`src/rtl/dcpu16_run_ctrl.sv`:
```
// ============================================================================
// Module   : dcpu16_run_ctrl
// Brief    : Run controller for a DCPU-16 core. It handles free-run, single-step
//            and N-step modes, a RUN-cycle watchdog and pass/fail detection.
// Revision : 1.0  initial release
// ============================================================================
`default_nettype none

module dcpu16_run_ctrl #(
    parameter int          CNT_W        = 32,
    parameter int          STEP_W       = 16,
    parameter logic [15:0] SUCCESS_CODE = 16'h3FF0
) (
    input  logic              clk,
    input  logic              reset,
    input  logic              start,
    input  logic [1:0]        mode,
    input  logic [STEP_W-1:0] step_count,
    input  logic [CNT_W-1:0]  watchdog_limit,
    input  logic              halt_req,
    output logic              step_req,
    input  logic              step_ack,
    input  logic [15:0]       instr,
    input  logic              illegal,
    output logic              busy,
    output logic              done,
    output logic [2:0]        status,
    output logic [15:0]       fail_instr,
    output logic [CNT_W-1:0]  instr_count,
    output logic [CNT_W-1:0]  cycle_count
);

    typedef enum logic [1:0] {
        S_IDLE  = 2'd0,
        S_RUN   = 2'd1,
        S_PAUSE = 2'd2,
        S_DONE  = 2'd3
    } state_t;

    localparam logic [2:0] C_ST_NONE    = 3'd0;
    localparam logic [2:0] C_ST_SUCCESS = 3'd1;
    localparam logic [2:0] C_ST_ILLEGAL = 3'd2;
    localparam logic [2:0] C_ST_TIMEOUT = 3'd3;
    localparam logic [2:0] C_ST_BUDGET  = 3'd4;
    localparam logic [2:0] C_ST_HALTED  = 3'd5;

    localparam int CMP_W = (CNT_W > STEP_W) ? CNT_W : STEP_W;

    state_t             r_state;
    logic [1:0]         r_mode;
    logic [STEP_W-1:0]  r_budget;
    logic [CNT_W-1:0]   r_wdog;
    logic               r_pend_halt;

    logic [CNT_W-1:0]   w_ic_inc;
    logic [CNT_W-1:0]   w_cc_inc;
    logic               w_budget_hit;
    logic               w_end;
    logic [2:0]         w_end_status;
    logic               w_pause;

    // Saturating increments: counters stick at all-ones rather than wrap.
    always_comb begin
        w_ic_inc = (instr_count == '1) ? instr_count : instr_count + CNT_W'(1);
        w_cc_inc = (cycle_count == '1) ? cycle_count : cycle_count + CNT_W'(1);
        w_budget_hit = (CMP_W'(w_ic_inc) == CMP_W'(r_budget));
    end

    // Termination decision for a RUN cycle; an ack always outranks the watchdog.
    // Modes 1 and 3 share bit 0 set, which is the single-step behaviour.
    always_comb begin
        w_end        = 1'b0;
        w_end_status = C_ST_NONE;
        w_pause      = 1'b0;
        if (step_ack) begin
            if (illegal && (instr == SUCCESS_CODE)) begin
                w_end        = 1'b1;
                w_end_status = C_ST_SUCCESS;
            end else if (illegal) begin
                w_end        = 1'b1;
                w_end_status = C_ST_ILLEGAL;
            end else if ((r_mode == 2'd2) && w_budget_hit) begin
                w_end        = 1'b1;
                w_end_status = C_ST_BUDGET;
            end else if (r_pend_halt || halt_req) begin
                w_end        = 1'b1;
                w_end_status = C_ST_HALTED;
            end else if (r_mode[0]) begin
                w_pause      = 1'b1;
            end
        end else if ((r_wdog != '0) && (w_cc_inc == r_wdog)) begin
            w_end        = 1'b1;
            w_end_status = C_ST_TIMEOUT;
        end
    end

    always_ff @(posedge clk) begin
        if (reset) begin
            r_state     <= S_IDLE;
            r_mode      <= 2'd0;
            r_budget    <= '0;
            r_wdog      <= '0;
            r_pend_halt <= 1'b0;
            step_req    <= 1'b0;
            busy        <= 1'b0;
            done        <= 1'b0;
            status      <= C_ST_NONE;
            fail_instr  <= '0;
            instr_count <= '0;
            cycle_count <= '0;
        end else begin
            done <= 1'b0;
            case (r_state)
                S_IDLE: begin
                    if (start) begin
                        instr_count <= '0;
                        cycle_count <= '0;
                        status      <= C_ST_NONE;
                        fail_instr  <= '0;
                        r_pend_halt <= 1'b0;
                        r_mode      <= mode;
                        r_budget    <= step_count;
                        r_wdog      <= watchdog_limit;
                        if ((mode == 2'd2) && (step_count == '0)) begin
                            r_state <= S_DONE;
                            status  <= C_ST_BUDGET;
                            done    <= 1'b1;
                        end else begin
                            r_state  <= S_RUN;
                            step_req <= 1'b1;
                            busy     <= 1'b1;
                        end
                    end
                end
                S_RUN: begin
                    cycle_count <= w_cc_inc;
                    if (step_ack) begin
                        instr_count <= w_ic_inc;
                    end
                    if (w_end) begin
                        r_state     <= S_DONE;
                        status      <= w_end_status;
                        done        <= 1'b1;
                        step_req    <= 1'b0;
                        busy        <= 1'b0;
                        r_pend_halt <= 1'b0;
                        if (w_end_status == C_ST_ILLEGAL) begin
                            fail_instr <= instr;
                        end
                    end else if (w_pause) begin
                        r_state  <= S_PAUSE;
                        step_req <= 1'b0;
                    end else if (halt_req) begin
                        r_pend_halt <= 1'b1;
                    end
                end
                S_PAUSE: begin
                    if (halt_req) begin
                        r_state <= S_DONE;
                        status  <= C_ST_HALTED;
                        done    <= 1'b1;
                        busy    <= 1'b0;
                    end else if (start) begin
                        r_state  <= S_RUN;
                        step_req <= 1'b1;
                    end
                end
                S_DONE: begin
                    r_state <= S_IDLE;
                end
                default: begin
                    r_state <= S_IDLE;
                end
            endcase
        end
    end

endmodule

`default_nettype wire
```
`config.mk`:
```
export PLATFORM = sky130hd
export DESIGN_NAME = dcpu16_run_ctrl
export DESIGN_NICKNAME = d
export VERILOG_FILES = /design/src/rtl/dcpu16_run_ctrl.sv
export SDC_FILE = /design/constraint.sdc
export NUM_CORES = 1
export LEC_CHECK = 0
export CORE_UTILIZATION = 35
export CTS_CLUSTER_DIAMETER = 200
export DETAILED_ROUTE_END_ITERATION = 10
export GPL_ROUTABILITY_DRIVEN = 0
export SYNTH_ARGS = -nofsm -noshare
export SYNTH_HDL_FRONTEND = slang
export SYNTH_SLANG_ARGS = --single-unit
```
`constraint.sdc`:
```
create_clock -name clk -period 10 [get_ports clk]
set_clock_uncertainty 0.05 [all_clocks]
set_input_delay 1 -clock clk [delete_from_list [all_inputs] [get_ports clk]]
set_output_delay 1 -clock clk [all_outputs]
set_load 0.01 [all_outputs]
```
# Yosys cells after proc, flatten, opt, wreduce, memory -nomap -nowiden
# Cells that the tools add are included.
op_classes:
  n_addsub: 2
  n_eq_ne: 23
  n_mux: 60
  reduce_logical: 19
op_table:
  columns: ["op", "count"]
  rows:
  - ["$mux 32", 4]
  - ["$pmux 32 s2", 2]
  - ["$add 32x1->32 const B", 2]
  - ["$eq 32x32->1 const B", 2]
  - ["$mux 16", 3]
  - ["$eq 32x16->1", 1]
  - ["$eq 32x32->1", 1]
  - ["$pmux 16 s2", 1]
  - ["$reduce_bool 32->1", 1]
  - ["$mux 1", 28]
  - ["$mux 3", 9]
  - ["$eq 16x14->1 const B", 1]
  - ["$logic_not 16->1", 1]
  - ["$ne 2x2->1 const B", 8]
  - ["$mux 2", 7]
  - ["$ne 3x3->1 const B", 4]
  - ["$reduce_and 4->1", 3]
  - ["$pmux 1 s3", 3]
  - ["$pmux 3 s3", 1]
  - ["$eq 2x2->1 const B", 4]
  - ["$pmux 2 s4", 1]
  - ["$reduce_and 3->1", 2]
  - ["$reduce_and 6->1", 1]
  - ["$reduce_and 5->1", 1]
  - ["9 further kinds", 13]
totals:
  register_bits: 139
  input_bits: 72
  word_cells: 116

# Logic depth before layout (Yosys ltp)
depth:
  word_depth: 12
  mapped_depth: 13

# Least setup slack after synthesis
# OpenSTA, ideal clock, no wires.
synth_timing:
  path_kind: "register -> register"
  startpoint: "reg instr_count[0]"
  endpoint: "reg r_state[1]"
  setup_ps: 72
  t_arrival_ps: 3908
  t_required_ps: 9878
  setup_slack_ps: 5970
  path_stages_with_launch: 13
  path_buffers: 1
  synth_period_minus_slack_ps: 4030
  path_cell_list: "dfxtp_1 -> ha_1 -> clkbuf_1 -> nand3_1 -> or4_1 -> or4_1 -> xnor2_1 -> or4_1 -> nor3_1 -> nand4_1 -> a41o_1 -> a21oi_2 -> mux2i_1"
synth_between:
  elab_chain_cells: 10
synth_rtl:
  columns: ["item", "line", "source"]
  rows:
  - ["from (decl)", "29", "output logic [CNT_W-1:0] instr_count,"]
  - ["from (signal assigned)", "138", "instr_count <= w_ic_inc;"]
  - ["$add 32x1->32 / $eq 32x32->1 (equally long branches)", "64", "w_ic_inc = (instr_count == '1) ? instr_count : instr_count + CNT_W'(1);"]
  - ["$mux 32 *", "64", null]
  - ["$eq 32x16->1 *", "66", "w_budget_hit = (CMP_W'(w_ic_inc) == CMP_W'(r_budget));"]
  - ["$logic_and 1x1->1 *", "82", "end else if ((r_mode == 2'd2) && w_budget_hit) begin"]
  - ["$mux 1", "82", null]
  - ["$mux 1", "79", "end else if (illegal) begin"]
  - ["$mux 1", "76", "if (illegal && (instr == SUCCESS_CODE)) begin"]
  - ["$mux 1", "75", "if (step_ack) begin"]
  - ["$mux 2 / $ne 3x3->1 (equally long branches)", null, null]
  - ["$pmux 2 s4 / $reduce_and 3->1 (equally long branches)", null, null]
  - ["to (signal assigned)", "125", "r_state <= S_DONE;"]
  - ["to (signal assigned)", "141", "r_state <= S_DONE;"]
  - ["to (signal assigned)", "151", "r_state <= S_PAUSE;"]
  - ["to (decl)", "49", "state_t r_state;"]
# Every way passes the cells marked *; elsewhere a longest branch is shown, timed or not.
# A chain may end at the register's enable or synchronous reset.

# Worst setup path after layout
layout_timing:
  startpoint: "reg instr_count[3]"
  endpoint: "reg status[0]"
layout_between:
  elab_chain_cells: 10
layout_rtl:
  columns: ["item", "line", "source"]
  rows:
  - ["$add 32x1->32 / $eq 32x32->1 (equally long branches)", "64", null]
  - ["$mux 32 *", "64", null]
  - ["$eq 32x16->1 *", "66", null]
  - ["$logic_and 1x1->1 *", "82", null]
  - ["$mux 3 / $mux 1 (equally long branches)", "82", null]
  - ["$mux 3 / $mux 1 (equally long branches)", "79", null]
  - ["$mux 3 / $mux 1 (equally long branches)", "76", null]
  - ["$mux 3 / $mux 1 (equally long branches)", "75", null]
  - ["$mux 3 / $ne 2x2->1 (equally long branches)", null, null]
  - ["$pmux 3 s3 / $reduce_and 4->1 (equally long branches)", null, null]
  - ["to (signal assigned)", "142", "status <= w_end_status;"]
  - ["to (decl)", "27", "output logic [2:0] status,"]
# Every way passes the cells marked *; elsewhere a longest branch is shown, timed or not. The select of a mux whose other input is x is not followed.

==> results.sh <==
export IMPL_post_dp_hpwl_um=21600
export IMPL_async_flop_share=0
export IMPL_die_w_um=161
export IMPL_vias=9661
export IMPL_final_setup_viol_count=0
export IMPL_dr_first_iter_drc_count=791
export IMPL_yosys_area_top_type="dfxtp_1"
export IMPL_ant_nets=0
export IMPL_p_leak_nw=3.54
export IMPL_fp_dieH_um=161
export IMPL_drv_slew=0
export IMPL_clockRootBuffer="clkbuf_16"
export IMPL_grt_start_max_net_pins=88
export IMPL_layout_nets=1393
export IMPL_path_class="flop to flop"
export IMPL_hold_buffers=0
export IMPL_cts_setup_buffers=0
export IMPL_timing_fmax_ghz=0.222
export IMPL_drt_total_wl_um=30300
export IMPL_coreArea_sq_um=24500
export IMPL_antenna_found_initial=0
export IMPL_ys_ff_latch=139
export IMPL_worst_endpoint_required_ns=10.32
export IMPL_maxCapViolCount=0
export IMPL_drive_gt1_frac=0.0572
export IMPL_die_area_sq_um=25900
export IMPL_power_per_cell_area_nw_per_um2=178
export IMPL_grt_overflow=0
export IMPL_tns_ns=0
export IMPL_total_power_mw=1.98
export IMPL_cts_buffer_depth=2
export IMPL_synthesis_nets=1305
export IMPL_start_kind="flop"
export IMPL_path_clk_slew_ns=0.07
export IMPL_tritoncts="yes"
export IMPL_hold_path_class="flop to flop"
export IMPL_hold_slack_ns=0.403
export IMPL_drcViolationCount=0
export IMPL_cp_arrival_ns=4.82
export IMPL_grt_pass1_wl_um=48000
export IMPL_grt_pass1_vias=8816
export IMPL_cts_resized=0
export IMPL_rows=57
export IMPL_synthFlopType="dfxtp_1"
export IMPL_critPathMaxFanout=17
export IMPL_yosys_top_cells_count="nand2_1 (206), a21oi_1 (146), dfxtp_1 (139)"
export IMPL_vdd_drop_max_mv=0.0889
export IMPL_yosys_top_cells_area="dfxtp_1 (31%), nand2_1 (8.7%), a21oi_1 (8.3%)"
export IMPL_slew_headroom=0.335
export IMPL_end_kind="flop"
export IMPL_grt_use_total=0.231
export IMPL_diodes=0
export IMPL_syn_avg_cell_area_sq_um=7.20
export IMPL_synth_edf_count=0
export IMPL_htree_levels=4
export IMPL_rsz0062_at_grt="false"
export IMPL_clock_latency_ns=0.44
export IMPL_syn_area_sq_um=8840
export IMPL_drtPass1Iterations=5
export IMPL_port_buffers=157
export IMPL_via_per_inst=5.85
export IMPL_start_util=0.360
export IMPL_wl_per_cell_um=18.3
export IMPL_hold_violations=0
export IMPL_cts_sinks=139
export IMPL_synth_top_cell_area_share=0.315
export IMPL_synth_most_common_cell="nand2_1"
export IMPL_pin_count=158
export IMPL_tightest_slew_ns=0.994
export IMPL_cts_buffers=17
export IMPL_synthToLayoutAreaGrowth_pct=25.8
export IMPL_synth_cells=1227
export IMPL_yosys_warnings=0
export IMPL_ys_seq_area_frac=0.315
export IMPL_fin_util=0.453
export IMPL_outcome="finished clean"
export IMPL_min_period_ns=4.50
export IMPL_ys_types=73
export IMPL_fin_crit_sh=0.450
-- worst paths after layout --
check / from / end / slack, ns / cells after the start
worst max-delay path: instr_count[3] / status[0] / 5.50 / 10
worst min-delay path: fail_instr[10] / fail_instr[10] / 0.40 / 2
worst max register to register: instr_count[3] / status[0] / 5.50 / 10
worst min register to register: fail_instr[10] / fail_instr[10] / 0.40 / 2
-- through the flow --
stage	setup slack [ns]	instances	cell area, sq um
floorplan	5.97	1227	8840
global placement	5.61	1620	10500
detailed placement	5.49	1620	10500
CTS	5.58	1652	11100
global route	5.19	1652	11100
finish	5.50	1652	11100
-- report_power, final --
part	switching (mW)	internal, mW	total, mW
Clock	0.266	0.374	0.640
Combinational	0.422	0.241	0.663
Sequential	0.0644	0.614	0.678
Total	0.753	1.23	1.98
-- layout by cell type, fill, tap and decap left out, types with 15 or more instances in the layout --
master / netlist / final
nand2_1: 206 / 205
clkdlybuf4s50_1: 0 / 156
a21oi_1: 146 / 145
dfxtp_1: 139 / 139
nor2_1: 81 / 79
o21ai_0: 68 / 67
nand3_1: 49 / 49
nand4_1: 39 / 39
xnor2_1: 39 / 39
nor4_1: 36 / 35
nor3_1: 32 / 32
xor2_1: 20 / 20
a311oi_1: 18 / 18
clkbuf_16: 0 / 17
inv_1: 16 / 16
a211oi_1: 15 / 15
-- final cells by class --
type / count / area (sq um)
clock buffer: 18 / 439
tap: 324 / 405
fill: 2521 / 13400
sequential: 139 / 2780
clock inverter: 14 / 145
multi-input combinational: 971 / 5620
inverter: 17 / 63.8
timing repair buffer: 169 / 1660
-- cell families (layout without fill, tap and decap cells) --
logic type | Yosys count | after routing | synth area share
adder cells (fa/ha/maj) | 6 | 6 | 0.00849
flip-flops | 139 | 139 | 0.315
AND/OR/NAND/NOR | 554 | 554 | 0.315
AO/OA/AOI/OAI | 341 | 341 | 0.239
multiplexers | 11 | 11 | 0.0127
XOR/XNOR | 59 | 59 | 0.0585
buffers and inverters | 117 | 218 | 0.0517
-- sequential cells by signal (all words and copies together) (netlist names), 2 cells and up --
signal	count
instr_count	32
r_wdog	32
fail_instr	16
r_state	2
status	3
r_budget	16
cycle_count	32
r_mode	2
-- layer usage --
| layer | vias up | wire length (um) | track usage |
|---|---|---|---|
| li1 | 4694 | - | - |
| met1 | 4568 | 13100 | 0.296 |
| met2 | 357 | 14800 | 0.393 |
| met3 | 42 | 1790 | 0.0395 |
| met4 | 0 | 622 | 0.0729 |
| met5 | - | 0 | 0 |
-- worst max-delay path: stages, from the launching register on --
cell	delay, ns
dfxtp_1	0.50
nand4_1	0.59
or4_1	0.82
or4_1	0.61
xnor2_1	0.15
or4_1	0.57
nor3_1	0.19
nand4_1	0.20
a31oi_1	0.29
o21a_1	0.26
mux2i_1	0.20
(Power assumes the default switching activity.)
